**config.mk**
```make
export PLATFORM = sky130hd
export DESIGN_NAME = fp_add_pipe_flat
export DESIGN_NICKNAME = d
export VERILOG_FILES = /design/src/rtl/fp_add_pipe_pkg.sv /design/src/rtl/fp_add_pipe_if.sv /design/src/rtl/fp_lzc27.sv /design/src/rtl/fp_add_pipe.sv /design/src/flat_wrapper.sv
export SDC_FILE = /design/constraint.sdc
export NUM_CORES = 1
export LEC_CHECK = 0
export CAP_MARGIN = 15
export CELL_PAD_IN_SITES_DETAIL_PLACEMENT = 1
export CELL_PAD_IN_SITES_GLOBAL_PLACEMENT = 1
export CORE_AREA = 4 4 196 293
export CTS_CLUSTER_SIZE = 10
export DETAILED_ROUTE_END_ITERATION = 16
export DIE_AREA = 0 0 200 297
export PLACE_DENSITY = 0.57
export SLEW_MARGIN = 20
export SYNTH_ARGS = -nofsm -noshare
export SYNTH_HDL_FRONTEND = slang
export SYNTH_SLANG_ARGS = --single-unit
```
**constraint.sdc**
```tcl
create_clock -name clk -period 15.6 [get_ports clk]
set_input_delay 1.56 -clock clk [delete_from_list [all_inputs] [get_ports clk]]
set_output_delay 1.56 -clock clk [all_outputs]
set_load 0.01 [all_outputs]
```
**src/rtl/fp_add_pipe_pkg.sv**
```systemverilog
// ============================================================================
// fp_add_pipe_pkg : shared widths, constants and stage records for fp_add_pipe
// Rev 1.0
// ============================================================================
`default_nettype none

package fp_add_pipe_pkg;

  localparam int EXP_W  = 8;
  localparam int MAN_W  = 23;
  localparam int BIAS   = 127;
  localparam int WORD_W = 1 + EXP_W + MAN_W;
  localparam int EXT_W  = MAN_W + 4;   // hidden bit + fraction + guard/round/sticky

  localparam logic [WORD_W-1:0] QNAN    = 32'h7FC0_0000;
  localparam logic [WORD_W-1:0] POS_INF = 32'h7F80_0000;

  // First exponent that no longer encodes a finite number
  localparam logic signed [9:0] EXP_SAT = 10'(2 * BIAS + 1);

  typedef struct packed {
    logic                 sign;
    logic                 eff_sub;
    logic [EXP_W-1:0]     exp;
    logic [EXT_W-1:0]     mant_l;
    logic [EXT_W-1:0]     mant_s;
    logic                 special;
    logic [WORD_W-1:0]    special_val;
    logic                 invalid;
  } s1_rec_t;

  typedef struct packed {
    logic                 sign;
    logic [EXP_W-1:0]     exp;
    logic [EXT_W:0]       mant;
    logic                 special;
    logic [WORD_W-1:0]    special_val;
    logic                 invalid;
  } s2_rec_t;

endpackage

`default_nettype wire

```
**src/rtl/fp_add_pipe_if.sv**
```systemverilog
// ============================================================================
// fp_add_pipe_if : operand/result handshake bundle for fp_add_pipe
// Rev 1.0
// ============================================================================
`default_nettype none

interface fp_add_pipe_if;
  import fp_add_pipe_pkg::*;

  logic              in_valid;
  logic              in_ready;
  logic [WORD_W-1:0] op_a;
  logic [WORD_W-1:0] op_b;
  logic              out_valid;
  logic              out_ready;
  logic [WORD_W-1:0] sum;
  logic [2:0]        flags;

  modport master (
    output in_valid, op_a, op_b, out_ready,
    input  in_ready, out_valid, sum, flags
  );

  modport slave (
    input  in_valid, op_a, op_b, out_ready,
    output in_ready, out_valid, sum, flags
  );

endinterface

`default_nettype wire

```
**src/rtl/fp_lzc27.sv**
```systemverilog
// ============================================================================
// fp_lzc27 : leading-zero count of a 27-bit word (27 when the word is zero)
// Rev 1.0
// ============================================================================
`default_nettype none

module fp_lzc27 (
  input  logic [26:0] value,
  output logic [4:0]  count
);

  // Ascending scan: the highest set bit is the last one to write count
  always_comb begin
    count = 5'd27;
    for (int i = 0; i < 27; i++) begin
      if (value[i]) count = 5'(26 - i);
    end
  end

endmodule

`default_nettype wire

```
**src/rtl/fp_add_pipe.sv**
```systemverilog
// ============================================================================
// fp_add_pipe : 3-stage IEEE-754 single-precision adder with valid/ready flow
// Macros: FP_ADD_RNE_EN selects round-to-nearest-even (default truncates).
// Rev 1.0
// ============================================================================
`default_nettype none

module fp_add_pipe
  import fp_add_pipe_pkg::*;
(
  input  logic         clk,
  input  logic         rst,
  fp_add_pipe_if.slave bus
);

  logic    w_adv;
  logic    r_v1, r_v2, r_v3;
  s1_rec_t w_s1, r_s1;
  s2_rec_t w_s2, r_s2;
  logic [WORD_W-1:0] r_sum, w_sum_n;
  logic [2:0]        r_flags, w_flags_n;

  assign w_adv         = ~r_v3 | bus.out_ready;
  assign bus.in_ready  = w_adv;
  assign bus.out_valid = r_v3;
  assign bus.sum       = r_sum;
  assign bus.flags     = r_flags;

  // ---------------- S1: unpack, classify, swap, align ----------------
  logic             w_sa, w_sb;
  logic [EXP_W-1:0] w_ea, w_eb;
  logic [MAN_W-1:0] w_fa, w_fb;
  logic             w_a_nan, w_b_nan, w_a_inf, w_b_inf;
  logic [EXP_W+MAN_W-1:0] w_mag_a, w_mag_b, w_mag_l, w_mag_s;
  logic             w_a_ge;
  logic [EXP_W-1:0] w_el, w_es, w_dist;
  logic [EXT_W-1:0] w_ml_ext, w_ms_ext, w_ms_sh;

  assign {w_sa, w_ea, w_fa} = bus.op_a;
  assign {w_sb, w_eb, w_fb} = bus.op_b;
  assign w_a_nan = (&w_ea) & (|w_fa);
  assign w_b_nan = (&w_eb) & (|w_fb);
  assign w_a_inf = (&w_ea) & ~(|w_fa);
  assign w_b_inf = (&w_eb) & ~(|w_fb);

  // Exponent zero covers both zeros and denormals: both become signed zero
  assign w_mag_a = (w_ea == '0) ? '0 : {w_ea, w_fa};
  assign w_mag_b = (w_eb == '0) ? '0 : {w_eb, w_fb};
  assign w_a_ge  = (w_mag_a >= w_mag_b);
  assign w_mag_l = w_a_ge ? w_mag_a : w_mag_b;
  assign w_mag_s = w_a_ge ? w_mag_b : w_mag_a;
  assign w_el    = w_mag_l[EXP_W+MAN_W-1:MAN_W];
  assign w_es    = w_mag_s[EXP_W+MAN_W-1:MAN_W];
  assign w_dist  = w_el - w_es;
  assign w_ml_ext = (w_el == '0) ? '0 : {1'b1, w_mag_l[MAN_W-1:0], 3'b000};
  assign w_ms_ext = (w_es == '0) ? '0 : {1'b1, w_mag_s[MAN_W-1:0], 3'b000};

  always_comb begin
    w_ms_sh = '0;
    if (w_dist >= 8'd26) begin
      w_ms_sh = {{(EXT_W-1){1'b0}}, |w_ms_ext};
    end else begin
      w_ms_sh    = w_ms_ext >> w_dist[4:0];
      w_ms_sh[0] = w_ms_sh[0] | (|(w_ms_ext & ~({EXT_W{1'b1}} << w_dist[4:0])));
    end
  end

  always_comb begin
    w_s1             = '0;
    w_s1.sign        = w_a_ge ? w_sa : w_sb;
    w_s1.eff_sub     = w_sa ^ w_sb;
    w_s1.exp         = w_el;
    w_s1.mant_l      = w_ml_ext;
    w_s1.mant_s      = w_ms_sh;
    w_s1.special     = w_a_nan | w_b_nan | w_a_inf | w_b_inf;
    w_s1.invalid     = w_a_nan | w_b_nan | (w_a_inf & w_b_inf & (w_sa ^ w_sb));
    if (w_s1.invalid)  w_s1.special_val = QNAN;
    else if (w_a_inf)  w_s1.special_val = {w_sa, POS_INF[WORD_W-2:0]};
    else               w_s1.special_val = {w_sb, POS_INF[WORD_W-2:0]};
  end

  always_ff @(posedge clk or negedge rst) begin
    if (!rst) begin
      r_v1 <= 1'b0;
      r_s1 <= '0;
    end else if (w_adv) begin
      r_v1 <= bus.in_valid;
      r_s1 <= w_s1;
    end
  end

  // ---------------- S2: signed mantissa add/subtract ----------------
  logic [EXT_W:0] w_msum;

  assign w_msum = r_s1.eff_sub ? ({1'b0, r_s1.mant_l} - {1'b0, r_s1.mant_s})
                               : ({1'b0, r_s1.mant_l} + {1'b0, r_s1.mant_s});

  always_comb begin
    w_s2             = '0;
    w_s2.sign        = (r_s1.eff_sub && (w_msum == '0)) ? 1'b0 : r_s1.sign;
    w_s2.exp         = r_s1.exp;
    w_s2.mant        = w_msum;
    w_s2.special     = r_s1.special;
    w_s2.special_val = r_s1.special_val;
    w_s2.invalid     = r_s1.invalid;
  end

  always_ff @(posedge clk or negedge rst) begin
    if (!rst) begin
      r_v2 <= 1'b0;
      r_s2 <= '0;
    end else if (w_adv) begin
      r_v2 <= r_v1;
      r_s2 <= w_s2;
    end
  end

  // ---------------- S3: normalize, round, pack ----------------
  logic [4:0]        w_lz;
  logic              w_carry;
  logic [EXT_W-1:0]  w_norm;
  logic signed [9:0] w_exp_n, w_exp_r;
  logic              w_up, w_inexact;
  logic [MAN_W:0]    w_frac;
  logic [WORD_W-1:0] w_ovf_val;

  fp_lzc27 u_lzc (
    .value (r_s2.mant[EXT_W-1:0]),
    .count (w_lz)
  );

  assign w_carry = r_s2.mant[EXT_W];
  assign w_norm  = w_carry ? {r_s2.mant[EXT_W:2], |r_s2.mant[1:0]}
                           : (r_s2.mant[EXT_W-1:0] << w_lz);
  assign w_exp_n = w_carry ? ({2'b00, r_s2.exp} + 10'd1)
                           : ({2'b00, r_s2.exp} - {5'b00000, w_lz});
  assign w_inexact = |w_norm[2:0];

`ifdef FP_ADD_RNE_EN
  assign w_up      = w_norm[2] & (w_norm[1] | w_norm[0] | w_norm[3]);
  assign w_ovf_val = {r_s2.sign, POS_INF[WORD_W-2:0]};
`else
  assign w_up      = 1'b0;
  assign w_ovf_val = {r_s2.sign, POS_INF[WORD_W-2:0] - 31'd1};
`endif

  // A carry out of the fraction leaves it zero and bumps the exponent
  assign w_frac  = {1'b0, w_norm[EXT_W-2:3]} + {{MAN_W{1'b0}}, w_up};
  assign w_exp_r = w_exp_n + {9'b0, w_frac[MAN_W]};

  always_comb begin
    w_sum_n   = '0;
    w_flags_n = '0;
    if (r_s2.special) begin
      w_sum_n   = r_s2.special_val;
      w_flags_n = {r_s2.invalid, 2'b00};
    end else if (!w_norm[EXT_W-1]) begin
      w_sum_n   = {r_s2.sign, {(WORD_W-1){1'b0}}};
    end else if (w_exp_n <= 10'sd0) begin
      w_sum_n   = {r_s2.sign, {(WORD_W-1){1'b0}}};
      w_flags_n = 3'b001;
    end else if (w_exp_r >= EXP_SAT) begin
      w_sum_n   = w_ovf_val;
      w_flags_n = 3'b011;
    end else begin
      w_sum_n   = {r_s2.sign, w_exp_r[EXP_W-1:0], w_frac[MAN_W-1:0]};
      w_flags_n = {2'b00, w_inexact};
    end
  end

  always_ff @(posedge clk or negedge rst) begin
    if (!rst) begin
      r_v3    <= 1'b0;
      r_sum   <= '0;
      r_flags <= '0;
    end else if (w_adv) begin
      r_v3    <= r_v2;
      r_sum   <= w_sum_n;
      r_flags <= w_flags_n;
    end
  end

endmodule

`default_nettype wire

```
**src/flat_wrapper.sv**
```systemverilog
// flat-port wrapper written by rule: the top's interface ports become plain ports
module fp_add_pipe_flat import fp_add_pipe_pkg::*;
  (clk, rst, bus_in_valid, bus_op_a, bus_op_b, bus_out_ready, bus_in_ready, bus_out_valid, bus_sum, bus_flags);
  fp_add_pipe_if bus_i ();
  input  logic clk;
  input  logic rst;
  input wire logic [$bits(bus_i.in_valid)-1:0] bus_in_valid;
  input wire logic [$bits(bus_i.op_a)-1:0] bus_op_a;
  input wire logic [$bits(bus_i.op_b)-1:0] bus_op_b;
  input wire logic [$bits(bus_i.out_ready)-1:0] bus_out_ready;
  output wire logic [$bits(bus_i.in_ready)-1:0] bus_in_ready;
  output wire logic [$bits(bus_i.out_valid)-1:0] bus_out_valid;
  output wire logic [$bits(bus_i.sum)-1:0] bus_sum;
  output wire logic [$bits(bus_i.flags)-1:0] bus_flags;
  assign bus_i.in_valid = bus_in_valid;
  assign bus_i.op_a = bus_op_a;
  assign bus_i.op_b = bus_op_b;
  assign bus_i.out_ready = bus_out_ready;
  assign bus_in_ready = bus_i.in_ready;
  assign bus_out_valid = bus_i.out_valid;
  assign bus_sum = bus_i.sum;
  assign bus_flags = bus_i.flags;
  fp_add_pipe u_core (.clk(clk), .rst(rst), .bus(bus_i));
endmodule
```
==> reports/qor.csv, run 1 <==
stage;metric;value;unit
logic_synthesis;top cell type's share of synthesized area;26.5;%
sta;setup skew after layout;13.2;ps
logic_synthesis;number of synthesized register bits;144;
setup_path;data arrival at the endpoint of the critical path;9180;ps
routing;vias per inst;5.40;
routing;vias after detailed routing;13276;
hold_path;worst hold path startpoint;u_core.r_v2$_DFFE_PN0P_;
cells_and_area;share of layout cells above drive strength 1;7.09;%
hold_path;class of the worst hold path;register to register;
clock_tree;clock tree from TritonCTS;done;
grt;wire length of the first global-routing pass;81.6;mm
routing;DRC;0;
run_status;outcome;complete, no violations;
sta;period utilisation layout;56.4;%
logic_synthesis;Gate Count Post-Synth;1735;
floorplan;standard-cell row count;105;
sta;Worst Tran Pin Value;1120;ps
floorplan;chip height;297;um
sta;count of final hold-check violations;0;
power_and_ir_drop;total power after layout;0.00286;W
sta;minimum clock period;8810;ps
clock_tree;depth of the CTS H-tree;4;
setup_path;peak fanout along the critical path;30;
logic_synthesis;sequential fraction of the synthesis area;26.5;%
floorplan;full die area;0.0594;mm^2
grt;initial antenna violation count;0;
cells_and_area;Area growth syn-to-layout;15.8;%
logic_synthesis;leading register cell type out of synthesis;dfrtp_1;
power_and_ir_drop;Static Leak;6.52;nW
sta;setup repair after global routing missed its margin;no;
clock_tree;setup repair bufs after CTS;0;
setup_path;Worst Path Class, Setup;input pin to register;
sta;setup violators final;0;
routing;number of detailed-route iterations in the first pass;7;
grt;largest net degree at the start of global routing;82;
routing;First DRT Iteration DRCs;725;
setup_path;CP endpoint;u_core.r_s1[37]$_DFFE_PN0P_;
logic_synthesis;top cell type by total area after synthesis;dfrtp_1;
placement;worst setup slack before clock tree synthesis;6340;ps
run;max cap viols;0;
grt;total grt overflow;0;
hold_path;Worst Hold Path Cells;2;
cells_and_area;number of nets in the finished design;1884;
logic_synthesis;count of synthesis-stage warnings from yosys;0;
floorplan;initial core utilization;24.8;%
sta;Peak Freq;114;MHz
routing;wire length after detailed routing;52.8;mm
placement;number of I/O port buffers;104;
setup_path;crit start category;input pin;
power_and_ir_drop;total power divided by cell area;182;mW/mm^2
setup_path;nature of the critical path endpoint;register;
logic_synthesis;number of library cell types mapped by synthesis;97;
grt;via count of the first global-routing pass;13913;
setup_path;launch instance of the worst register-to-register path;u_core.r_s2[57]$_DFFE_PN0P_;
clock_tree;total number of clock tree sinks;144;
clock_tree;# resized after CTS;0;
grt;Tot GR Track Use;17.4;%
clock_tree;source-to-sink clock delay at the later pin of the worst-skew pair;460;ps
clock_tree;clock-pin slew on the worst setup and hold paths;80;ps
routing;detail-routed net length per standard cell;21.5;um
logic_synthesis;share of flip-flops with an asynchronous set or reset;100;%
sta;total count of max-transition violations in the final report;0;
floorplan;# IOs;105;
routing;remaining number of nets flagged by the antenna check after routing;0;
logic_synthesis;synthesized area;0.0136;mm^2
clock_tree;Clock Path Buffers;2;
clock_tree;number of buffers inserted for hold repair after clock tree synthesis;0;
sta;Max transition margin;25.0;%
power_and_ir_drop;IR drop worst, VDD;0.0940;mV
floorplan;Core Area;0.0548;mm^2
setup_path;capture point of the worst reg-to-reg path;u_core.bus.sum[17]$_DFFE_PN0P_;
setup_path;startpoint of the worst setup timing path;bus_op_a[24];
setup_path;worst reg2reg path depth;16;
logic_synthesis;most used standard cell by instance count after synthesis;nand2_1;
clock_tree;number of buffers created by CTS;17;
setup_path;R2R setup slack;9450;ps
logic_synthesis;top cells by instance count after synthesis;nand2_1, dfrtp_1, nor2_1;
floorplan;die outline width;200;um
sta;total negative slack;0;ps
placement;final weighted congestion of routability-driven global placement;0.901;
cells_and_area;total inserted antenna cells;0;
sta;setup ws final;6790;ps
setup_path;required time worst endpoint;15970;ps
logic_synthesis;number of flops mapped to enable cells by yosys;0;
logic_synthesis;cells taking the most area after synthesis;dfrtp_1, nand2_1, mux2i_1, ha_1, o21ai_0;
placement;DP Wirelength;41.4;mm
clock_tree;clock root buffer;clkbuf_16;
logic_synthesis;mean cell area of the mapped netlist;7.83;um^2
cells_and_area;Fillers;6539;
logic_synthesis;number of nets in the synthesized netlist;1869;
-- routing by layer --
metal	GRT usage, %	share of wire (%)	vias up	wire (um)
met5	0	0	-	0
met4	8.54	5.1	0	2680
met3	1.71	2.2	105	1140
met2	31.3	52	250	27200
met1	20.2	41	6540	21700
li1	-	-	6381	-
-- worst min path at each step --
| stage | endpoint | slack [ps] |
|---|---|---|
| 2_1_floorplan | u_core.r_v2$_DFFE_PN0P_ | 430 |
| 4_1_cts | u_core.bus.out_valid$_DFFE_PN0P_ | 470 |
| 6_report | u_core.r_v2$_DFFE_PN0P_ | 470 |
| 3_3_place_gp | u_core.r_v2$_DFFE_PN0P_ | 440 |
| 3_5_place_dp | u_core.bus.out_valid$_DFFE_PN0P_ | 450 |
| 5_1_grt | u_core.r_s1[31]$_DFFE_PN0P_ | 500 |
-- cells by family (layout without fill, tap and decap cells) --
family	Yosys count	after routing	share of synthesized area, %
flip-flops	144	144	26.5
adder cells (fa/ha/maj)	67	67	6.21
XOR/XNOR	56	56	3.61
multiplexers	119	119	10.0
AND/OR/NAND/NOR	644	644	22.0
buffers and inverters	191	219	5.69
AO/OA/AOI/OAI	514	514	25.9
-- power breakdown --
group / total [W] / switching (W) / internal [W] / leakage (nW)
sequential: 0.000670 / 0.000166 / 0.000504 / 1.77
combinational: 0.00178 / 0.00106 / 0.000723 / 4.47
clock: 0.000414 / 0.000200 / 0.000214 / 0.280
total: 0.00286 / 0.00142 / 0.00144 / 6.52
-- cell type report --
cell class                      instances  area (um^2)  area share (%)
Tap cell                              695          870            5.53
Sequential cell                       144         3600            22.9
Clock buffer                           17          425            2.71
Clock inverter                         15          160            1.02
Timing Repair Buffer                  124         1190            7.58
Multi-Input combinational cell       1400         9240            58.7
Inverter                               63          236            1.50
-- worst max-delay path, stage by stage --
cell	delay, ps
clkdlybuf4s50_1	540
nor4_1	750
nand2_1	110
buf_4	270
nand2_1	130
inv_1	60
ha_1	310
a21o_1	180
a21o_1	170
a221o_1	370
o31ai_2	930
nand4_1	310
and2_4	230
ha_1	860
inv_1	750
nand2b_1	300
a222oi_1	180
a21oi_1	520
a21oi_1	150
a2111o_1	420
o21ai_2	60
-- per-stage QoR --
| stage | cell area, um^2 | util (%) | hold WS [ps] | std cells |
|---|---|---|---|---|
| floorplan | 13600 | - | 430 | 1735 |
| global placement | 15100 | 27.6 | 440 | 2426 |
| detailed placement | 15100 | 27.6 | 452 | 2426 |
| CTS | 15700 | 28.7 | 471 | 2458 |
| global route | 15700 | 28.7 | 496 | 2458 |
| finish | 15700 | 28.7 | 467 | 2458 |
-- state kept, by name (all words and copies together) (netlist names) --
signal and count:
u_core.bus.out_valid 1, u_core.r_s1 65, u_core.bus.sum 32, u_core.r_v1 1
u_core.r_s2 41, u_core.bus.flags 3, u_core.r_v2 1
-- cell usage in the layout (no fill, tap or decap), drive strengths merged, types with 26 or more instances in the layout --
| master | instances |
|---|---|
| a21oi | 102 |
| a22o | 33 |
| a31oi | 31 |
| clkdlybuf4s50 | 103 |
| dfrtp | 144 |
| ha | 65 |
| inv | 73 |
| mux2i | 91 |
| nand2 | 287 |
| nand3 | 32 |
| nor2 | 133 |
| nor3 | 43 |
| nor4 | 26 |
| o21ai | 124 |
| xnor2 | 47 |
No activity file was read; power rests on OpenSTA's default activity.
==> inputs of run 2 (changes only) <==
--- a/config.mk
+++ b/config.mk
@@ -12,7 +12,7 @@
 export CTS_CLUSTER_SIZE = 10
 export DETAILED_ROUTE_END_ITERATION = 16
 export DIE_AREA = 0 0 200 297
-export PLACE_DENSITY = 0.57
+export PLACE_DENSITY = 0.59
 export SLEW_MARGIN = 20
 export SYNTH_ARGS = -nofsm -noshare
 export SYNTH_HDL_FRONTEND = slang
==> constraint.sdc (replaced) <==
create_clock -name clk -period 7.5 [get_ports clk]
set_input_delay 0.75 -clock clk [delete_from_list [all_inputs] [get_ports clk]]
set_output_delay 0.75 -clock clk [all_outputs]
set_load 0.01 [all_outputs]
==> run 2 against run 1 <==
Critical path depth is the same. Clock-buffer cell count grew 1. Die area is the same. Global-route usage grew 0.76 points. Final cell count grew 1.1%. First-iteration DRC count shrank 10%. Via count grew 1.4%. Sequential power grew 110%. Total power grew 110%. Largest cell class unchanged. Highest routed layer unchanged.
==> reports/qor.csv, run 2 (synthesized netlist as in run 1, its figures left out) <==
stage;metric;value;unit
floorplan;chip height;297;um
grt;global routing usage on met2;33.6;%
placement;DP Wirelength;43.7;mm
sta;setup violators final;0;
grt;Tot GR Track Use;18.1;%
routing;wire length after detailed routing;54.6;mm
clock_tree;clock root buffer;clkbuf_16;
setup_path;data arrival at the endpoint of the critical path;6910;ps
setup_path;master of the slowest instance on the critical path;clkdlybuf4s50_1;
cells_and_area;register with the highest flop count;u_core.r_s1;
grt;total grt overflow;0;
placement;final weighted congestion of routability-driven global placement;0.942;
power_and_ir_drop;internal power consumption;0.00306;W
grt;largest net degree at the start of global routing;78;
sta;setup skew after layout;13.6;ps
cells_and_area;most frequent standard cell in the layout excluding fill and tap cells;nand2_1;
cells_and_area;multi-input logic area;0.00924;mm^2
cells_and_area;Fillers;6517;
power_and_ir_drop;switching share of total power;49.3;%
clock_tree;source-to-sink clock delay at the later pin of the worst-skew pair;450;ps
sta;minimum clock period;6590;ps
grt;Most Used Layer, Global Route;met2;
sta;total count of max-transition violations in the final report;0;
setup_path;Max stage delay on crit path;570;ps
cells_and_area;combined flip-flop and latch cell area;0.00360;mm^2
setup_path;Buf+Inv Stages, Crit Path;5;
clock_tree;clock tree from TritonCTS;done;
sta;total negative slack;0;ps
setup_path;launch instance of the worst register-to-register path;u_core.r_s2[35]$_DFFE_PN0P_;
clock_tree;number of buffers created by CTS;17;
routing;detail-routed net length per standard cell;22.0;um
floorplan;full die area;0.0594;mm^2
grt;initial antenna violation count;0;
power_and_ir_drop;sequential share of power;22.9;%
power_and_ir_drop;total power divided by cell area;379;mW/mm^2
grt;met3 Resource Use GR;1.78;%
grt;wire length of the first global-routing pass;85.0;mm
floorplan;# IOs;105;
cells_and_area;max FFs per register;65;
setup_path;kind of cell adding the most delay to the critical path;simple AND/OR/NAND/NOR gates;
setup_path;ordered list of cells on the worst path;clkdlybuf4s50_1 -> nor4_1 -> buf_4 -> nand2_1 -> buf_4 -> buf_4 -> and2_1 -> ha_1 -> nand4_1 -> nor4_2 -> o31ai_2 -> a211o_2 -> and2_4 -> ha_1 -> nor4_2 -> or2_1 -> buf_4 -> nand2_1 -> a211o_1 -> nor4b_2 -> a31oi_1;
setup_path;startpoint of the worst setup timing path;bus_op_a[23];
routing;remaining number of nets flagged by the antenna check after routing;0;
hold_path;class of the worst hold path;input pin to async pin;
floorplan;Core Area;0.0548;mm^2
routing;DRC;0;
cells_and_area;share of layout cells above drive strength 1;8.44;%
power_and_ir_drop;switching pwr;0.00298;W
cells_and_area;final core utilization;29.1;%
sta;Peak Freq;152;MHz
run;max cap viols;0;
power_and_ir_drop;part of the total power dissipated in the clock network;14.7;%
sta;hold slack final;319;ps
floorplan;die outline width;200;um
sta;period utilisation layout;87.9;%
routing;number of detailed-route iterations in the first pass;5;
grt;via count of the first global-routing pass;14175;
setup_path;Worst Path Class, Setup;input pin to register;
setup_path;crit start category;input pin;
sta;setup repair after global routing missed its margin;no;
sta;count of final hold-check violations;0;
placement;number of I/O port buffers;104;
run_status;outcome;complete, no violations;
routing;First DRT Iteration DRCs;651;
setup_path;peak fanout along the critical path;18;
cells_and_area;Area growth syn-to-layout;17.4;%
clock_tree;setup repair bufs after CTS;0;
cells_and_area;commonest cells after routing, fill and taps aside;nand2_1, dfrtp_1, nor2_1;
cells_and_area;total inserted antenna cells;0;
grt;met1 track demand over resource;20.5;%
power_and_ir_drop;Static Leak;6.66;nW
clock_tree;depth of the CTS H-tree;4;
setup_path;nature of the critical path endpoint;register;
power_and_ir_drop;share of total power in combinational logic;62.4;%
routing;vias per inst;5.42;
sta;Worst Tran Pin Value;1110;ps
clock_tree;number of buffers inserted for hold repair after clock tree synthesis;0;
setup_path;most repeated library cell on the critical path;buf_4;
clock_tree;# resized after CTS;0;
power_and_ir_drop;IR drop worst, VDD;0.203;mV
sta;Max transition margin;25.9;%
cells_and_area;number of nets in the finished design;1910;
clock_tree;clock-pin slew on the worst setup and hold paths;70;ps
floorplan;standard-cell row count;105;
setup_path;required time worst endpoint;7820;ps
clock_tree;Clock Path Buffers;2;
routing;vias after detailed routing;13458;
clock_tree;total number of clock tree sinks;144;
floorplan;initial core utilization;24.8;%
-- run 2: final timing paths --
check	endpoint	slack, ps	depth (start not counted)
max in group asynchronous	u_core.r_s1[70]$_DFFE_PN0P_	5790	2
worst max register to register	u_core.bus.sum[22]$_DFFE_PN0P_	1600	21
worst max-delay path	u_core.r_s1[34]$_DFFE_PN0P_	910	21
worst min register to register	u_core.r_v2$_DFFE_PN0P_	470	2
min in group clk	u_core.r_v2$_DFFE_PN0P_	470	2
worst min-delay path	u_core.r_s2[31]$_DFFE_PN0P_	320	1
-- run 2: power groups by stage --
stage	clock (W)	combinational, W	sequential [W]
after CTS	0.000919	0.00378	0.00139
after detailed placement	0	0.00376	0.00140
after global placement	0	0.00368	0.00139
after floorplan	0	0.00261	0.00128
final	0.000888	0.00377	0.00139
after global routing	0.000947	0.00414	0.00143
-- run 2: per-layer routing --
layer	vias to the layer above	wire, um
met4	0	2640
li1	6444	-
met2	273	29000
met1	6646	21700
met3	95	1290
met5	-	0
-- run 2: area by class of cell --
cell class | instances | area share, %
multi-input cells | 1400 | 58.0
flip-flops and latches | 144 | 22.6
repair buffers | 150 | 8.71
well taps | 695 | 5.46
clock buffers | 18 | 2.76
inverters | 63 | 1.48
clock inverters | 14 | 1.02
-- run 2: metrics by stage --
stage	setup slack (ps)	power [W]	area [um^2]	std cells
finish	910	0.00604	15900	2484
global route	606	0.00651	15900	2484
CTS	927	0.00608	15900	2484
detailed placement	449	0.00516	15300	2452
global placement	560	0.00507	15300	2452
floorplan	1410	0.00389	13600	1735
-- run 2: worst reg2reg max path, delay by kind of cell, from the launching register on --
kind | cells | cell delay (ps)
compound gates | 13 | 3390
simple gates | 3 | 430
fa+ha+maj | 1 | 300
flops | 1 | 440
buf+inv | 3 | 1010
xor+xnor | 1 | 260
==> inputs of run 3 (changes only) <==
--- a/config.mk
+++ b/config.mk
@@ -12,6 +12,7 @@
 export CTS_CLUSTER_SIZE = 10
 export DETAILED_ROUTE_END_ITERATION = 16
 export DIE_AREA = 0 0 200 297
+export GPL_ROUTABILITY_DRIVEN = 0
 export PLACE_DENSITY = 0.59
 export SLEW_MARGIN = 20
 export SYNTH_ARGS = -nofsm -noshare
==> run 3 against run 2 <==
Final cell count decreased by 0.40%. Clock skew decreased by 4.9 ps. Fmax decreased by 2.7%. Global-route usage decreased by 0.86 points. Flip-flop and latch count unchanged. Non-clock buffer count decreased by 10.
==> reports/qor.csv, run 3 (synthesized netlist as in run 1, its figures left out) <==
stage;metric;value;unit
cells_and_area;final core utilization;29.0;%
cells_and_area;max FFs per register;65;
setup_path;Buf+Inv Stages, Crit Path;5;
cells_and_area;total inserted antenna cells;0;
cells_and_area;final standard cell count with taps included and fillers excluded;2474;
sta;Max transition margin;34.6;%
hold_path;class of the worst hold path;input pin to async pin;
sta;period utilisation layout;90.3;%
floorplan;# IOs;105;
cells_and_area;Area growth syn-to-layout;16.9;%
setup_path;CP endpoint;u_core.r_s1[40]$_DFFE_PN0P_;
setup_path;data arrival at the endpoint of the critical path;7150;ps
placement;instance count after placement with tap cells included;2442;
floorplan;die outline width;200;um
routing;remaining number of nets flagged by the antenna check after routing;0;
placement;DP Wirelength;41.3;mm
setup_path;startpoint of the worst setup timing path;bus_op_a[27];
clock_tree;number of buffers inserted for hold repair after clock tree synthesis;0;
cells_and_area;register with the highest flop count;u_core.r_s1;
routing;number of detailed-route iterations in the first pass;7;
clock_tree;# resized after CTS;0;
sta;Peak Freq;148;MHz
floorplan;initial core utilization;24.8;%
setup_path;master of the slowest instance on the critical path;nor4_2;
cells_and_area;number of nets in the finished design;1900;
sta;setup repair after global routing missed its margin;no;
routing;vias per inst;5.42;
sta;minimum clock period;6770;ps
placement;number of I/O port buffers;104;
setup_path;peak fanout along the critical path;19;
routing;First DRT Iteration DRCs;750;
power_and_ir_drop;total power divided by cell area;375;mW/mm^2
cells_and_area;multi-input logic area;0.00924;mm^2
floorplan;Core Area;0.0548;mm^2
sta;setup skew after layout;8.68;ps
setup_path;worst reg2reg path depth;16;
setup_path;required time worst endpoint;7870;ps
clock_tree;clock root buffer;clkbuf_16;
grt;wire length of the first global-routing pass;81.6;mm
sta;total negative slack;0;ps
setup_path;Worst Path Class, Setup;input pin to register;
setup_path;nature of the critical path endpoint;register;
setup_path;most repeated library cell on the critical path;buf_4;
setup_path;ordered list of cells on the worst path;clkdlybuf4s50_1 -> nor4_1 -> buf_4 -> nand2_1 -> buf_4 -> and2_1 -> ha_1 -> nand4_1 -> nor4_2 -> o31ai_2 -> buf_4 -> a211o_2 -> and2_4 -> ha_1 -> nor4_2 -> or2_1 -> buf_4 -> nor2_1 -> a2111o_1 -> a311o_1 -> o21ai_1;
power_and_ir_drop;Static Leak;6.61;nW
routing;vias after detailed routing;13404;
setup_path;launch instance of the worst register-to-register path;u_core.r_s2[57]$_DFFE_PN0P_;
cells_and_area;commonest cells after routing, fill and taps aside;nand2_1, dfrtp_1, nor2_1;
cells_and_area;share of layout cells above drive strength 1;7.93;%
setup_path;stages on the worst setup path;21;
clock_tree;clock tree from TritonCTS;done;
setup_path;Max stage delay on crit path;590;ps
setup_path;R2R setup slack;1450;ps
grt;initial antenna violation count;0;
routing;wire length after detailed routing;52.0;mm
grt;total grt overflow;0;
setup_path;crit start category;input pin;
run_status;outcome;complete, no violations;
sta;Worst Tran Pin Value;981;ps
clock_tree;number of buffers created by CTS;17;
routing;detail-routed net length per standard cell;21.0;um
clock_tree;setup repair bufs after CTS;0;
clock_tree;Clock Path Buffers;2;
clock_tree;source-to-sink clock delay at the later pin of the worst-skew pair;450;ps
cells_and_area;combined flip-flop and latch cell area;0.00360;mm^2
routing;DRC;0;
cells_and_area;most frequent standard cell in the layout excluding fill and tap cells;nand2_1;
run;max cap viols;0;
setup_path;capture point of the worst reg-to-reg path;u_core.bus.sum[18]$_DFFE_PN0P_;
sta;setup violators final;0;
sta;count of final hold-check violations;0;
sta;total count of max-transition violations in the final report;0;
floorplan;standard-cell row count;105;
grt;via count of the first global-routing pass;14139;
clock_tree;clock-pin slew on the worst setup and hold paths;60;ps
floorplan;chip height;297;um
cells_and_area;Fillers;6557;
power_and_ir_drop;IR drop worst, VDD;0.214;mV
grt;Tot GR Track Use;17.3;%
grt;largest net degree at the start of global routing;79;
clock_tree;total number of clock tree sinks;144;
clock_tree;depth of the CTS H-tree;4;
floorplan;full die area;0.0594;mm^2
setup_path;kind of cell adding the most delay to the critical path;simple AND/OR/NAND/NOR gates;
==> run 3: how the worst min path moves through the flow <==
stage,cells after the start,endpoint,slack (ps),from
after floorplan,2,u_core.r_v2$_DFFE_PN0P_,430,u_core.r_v2$_DFFE_PN0P_
after global placement,2,u_core.r_v2$_DFFE_PN0P_,440,u_core.r_v2$_DFFE_PN0P_
after detailed placement,2,u_core.r_v2$_DFFE_PN0P_,450,u_core.r_v2$_DFFE_PN0P_
after CTS,1,u_core.bus.sum[16]$_DFFE_PN0P_,340,rst
after global routing,1,u_core.bus.sum[16]$_DFFE_PN0P_,370,rst
final,1,u_core.bus.sum[16]$_DFFE_PN0P_,320,rst
==> run 3: per-layer routing <==
layer,up-vias,part of all wire (%),GRT usage (%)
met5,-,0,0
met4,0,5.1,8.54
met3,105,2.5,1.62
met2,297,52,31.3
met1,6587,40,20.0
li1,6415,-,-
==> run 3: power by group <==
part	switching (W)	internal (W)	total [W]
clock	0.000368	0.000512	0.000881
sequential	0.000340	0.00105	0.00139
combinational	0.00217	0.00152	0.00369
total	0.00288	0.00308	0.00595
==> run 3: final cells by class <==
class / instances / share of cell area (%)
clock buffers: 19 / 2.85
clock inverters: 13 / 0.938
inverters: 63 / 1.49
multi-input cells: 1400 / 58.2
flip-flops and latches: 144 / 22.7
well taps: 695 / 5.48
repair buffers: 140 / 8.35
==> run 3: through the flow <==
stage	cell area, um^2	hold WS, ps	total power (W)	setup slack, ps
after floorplan	13600	430	0.00389	1410
after global placement	15300	441	0.00503	336
after detailed placement	15300	451	0.00510	275
after CTS	15900	336	0.00602	744
after global routing	15900	373	0.00645	325
final	15900	321	0.00595	725
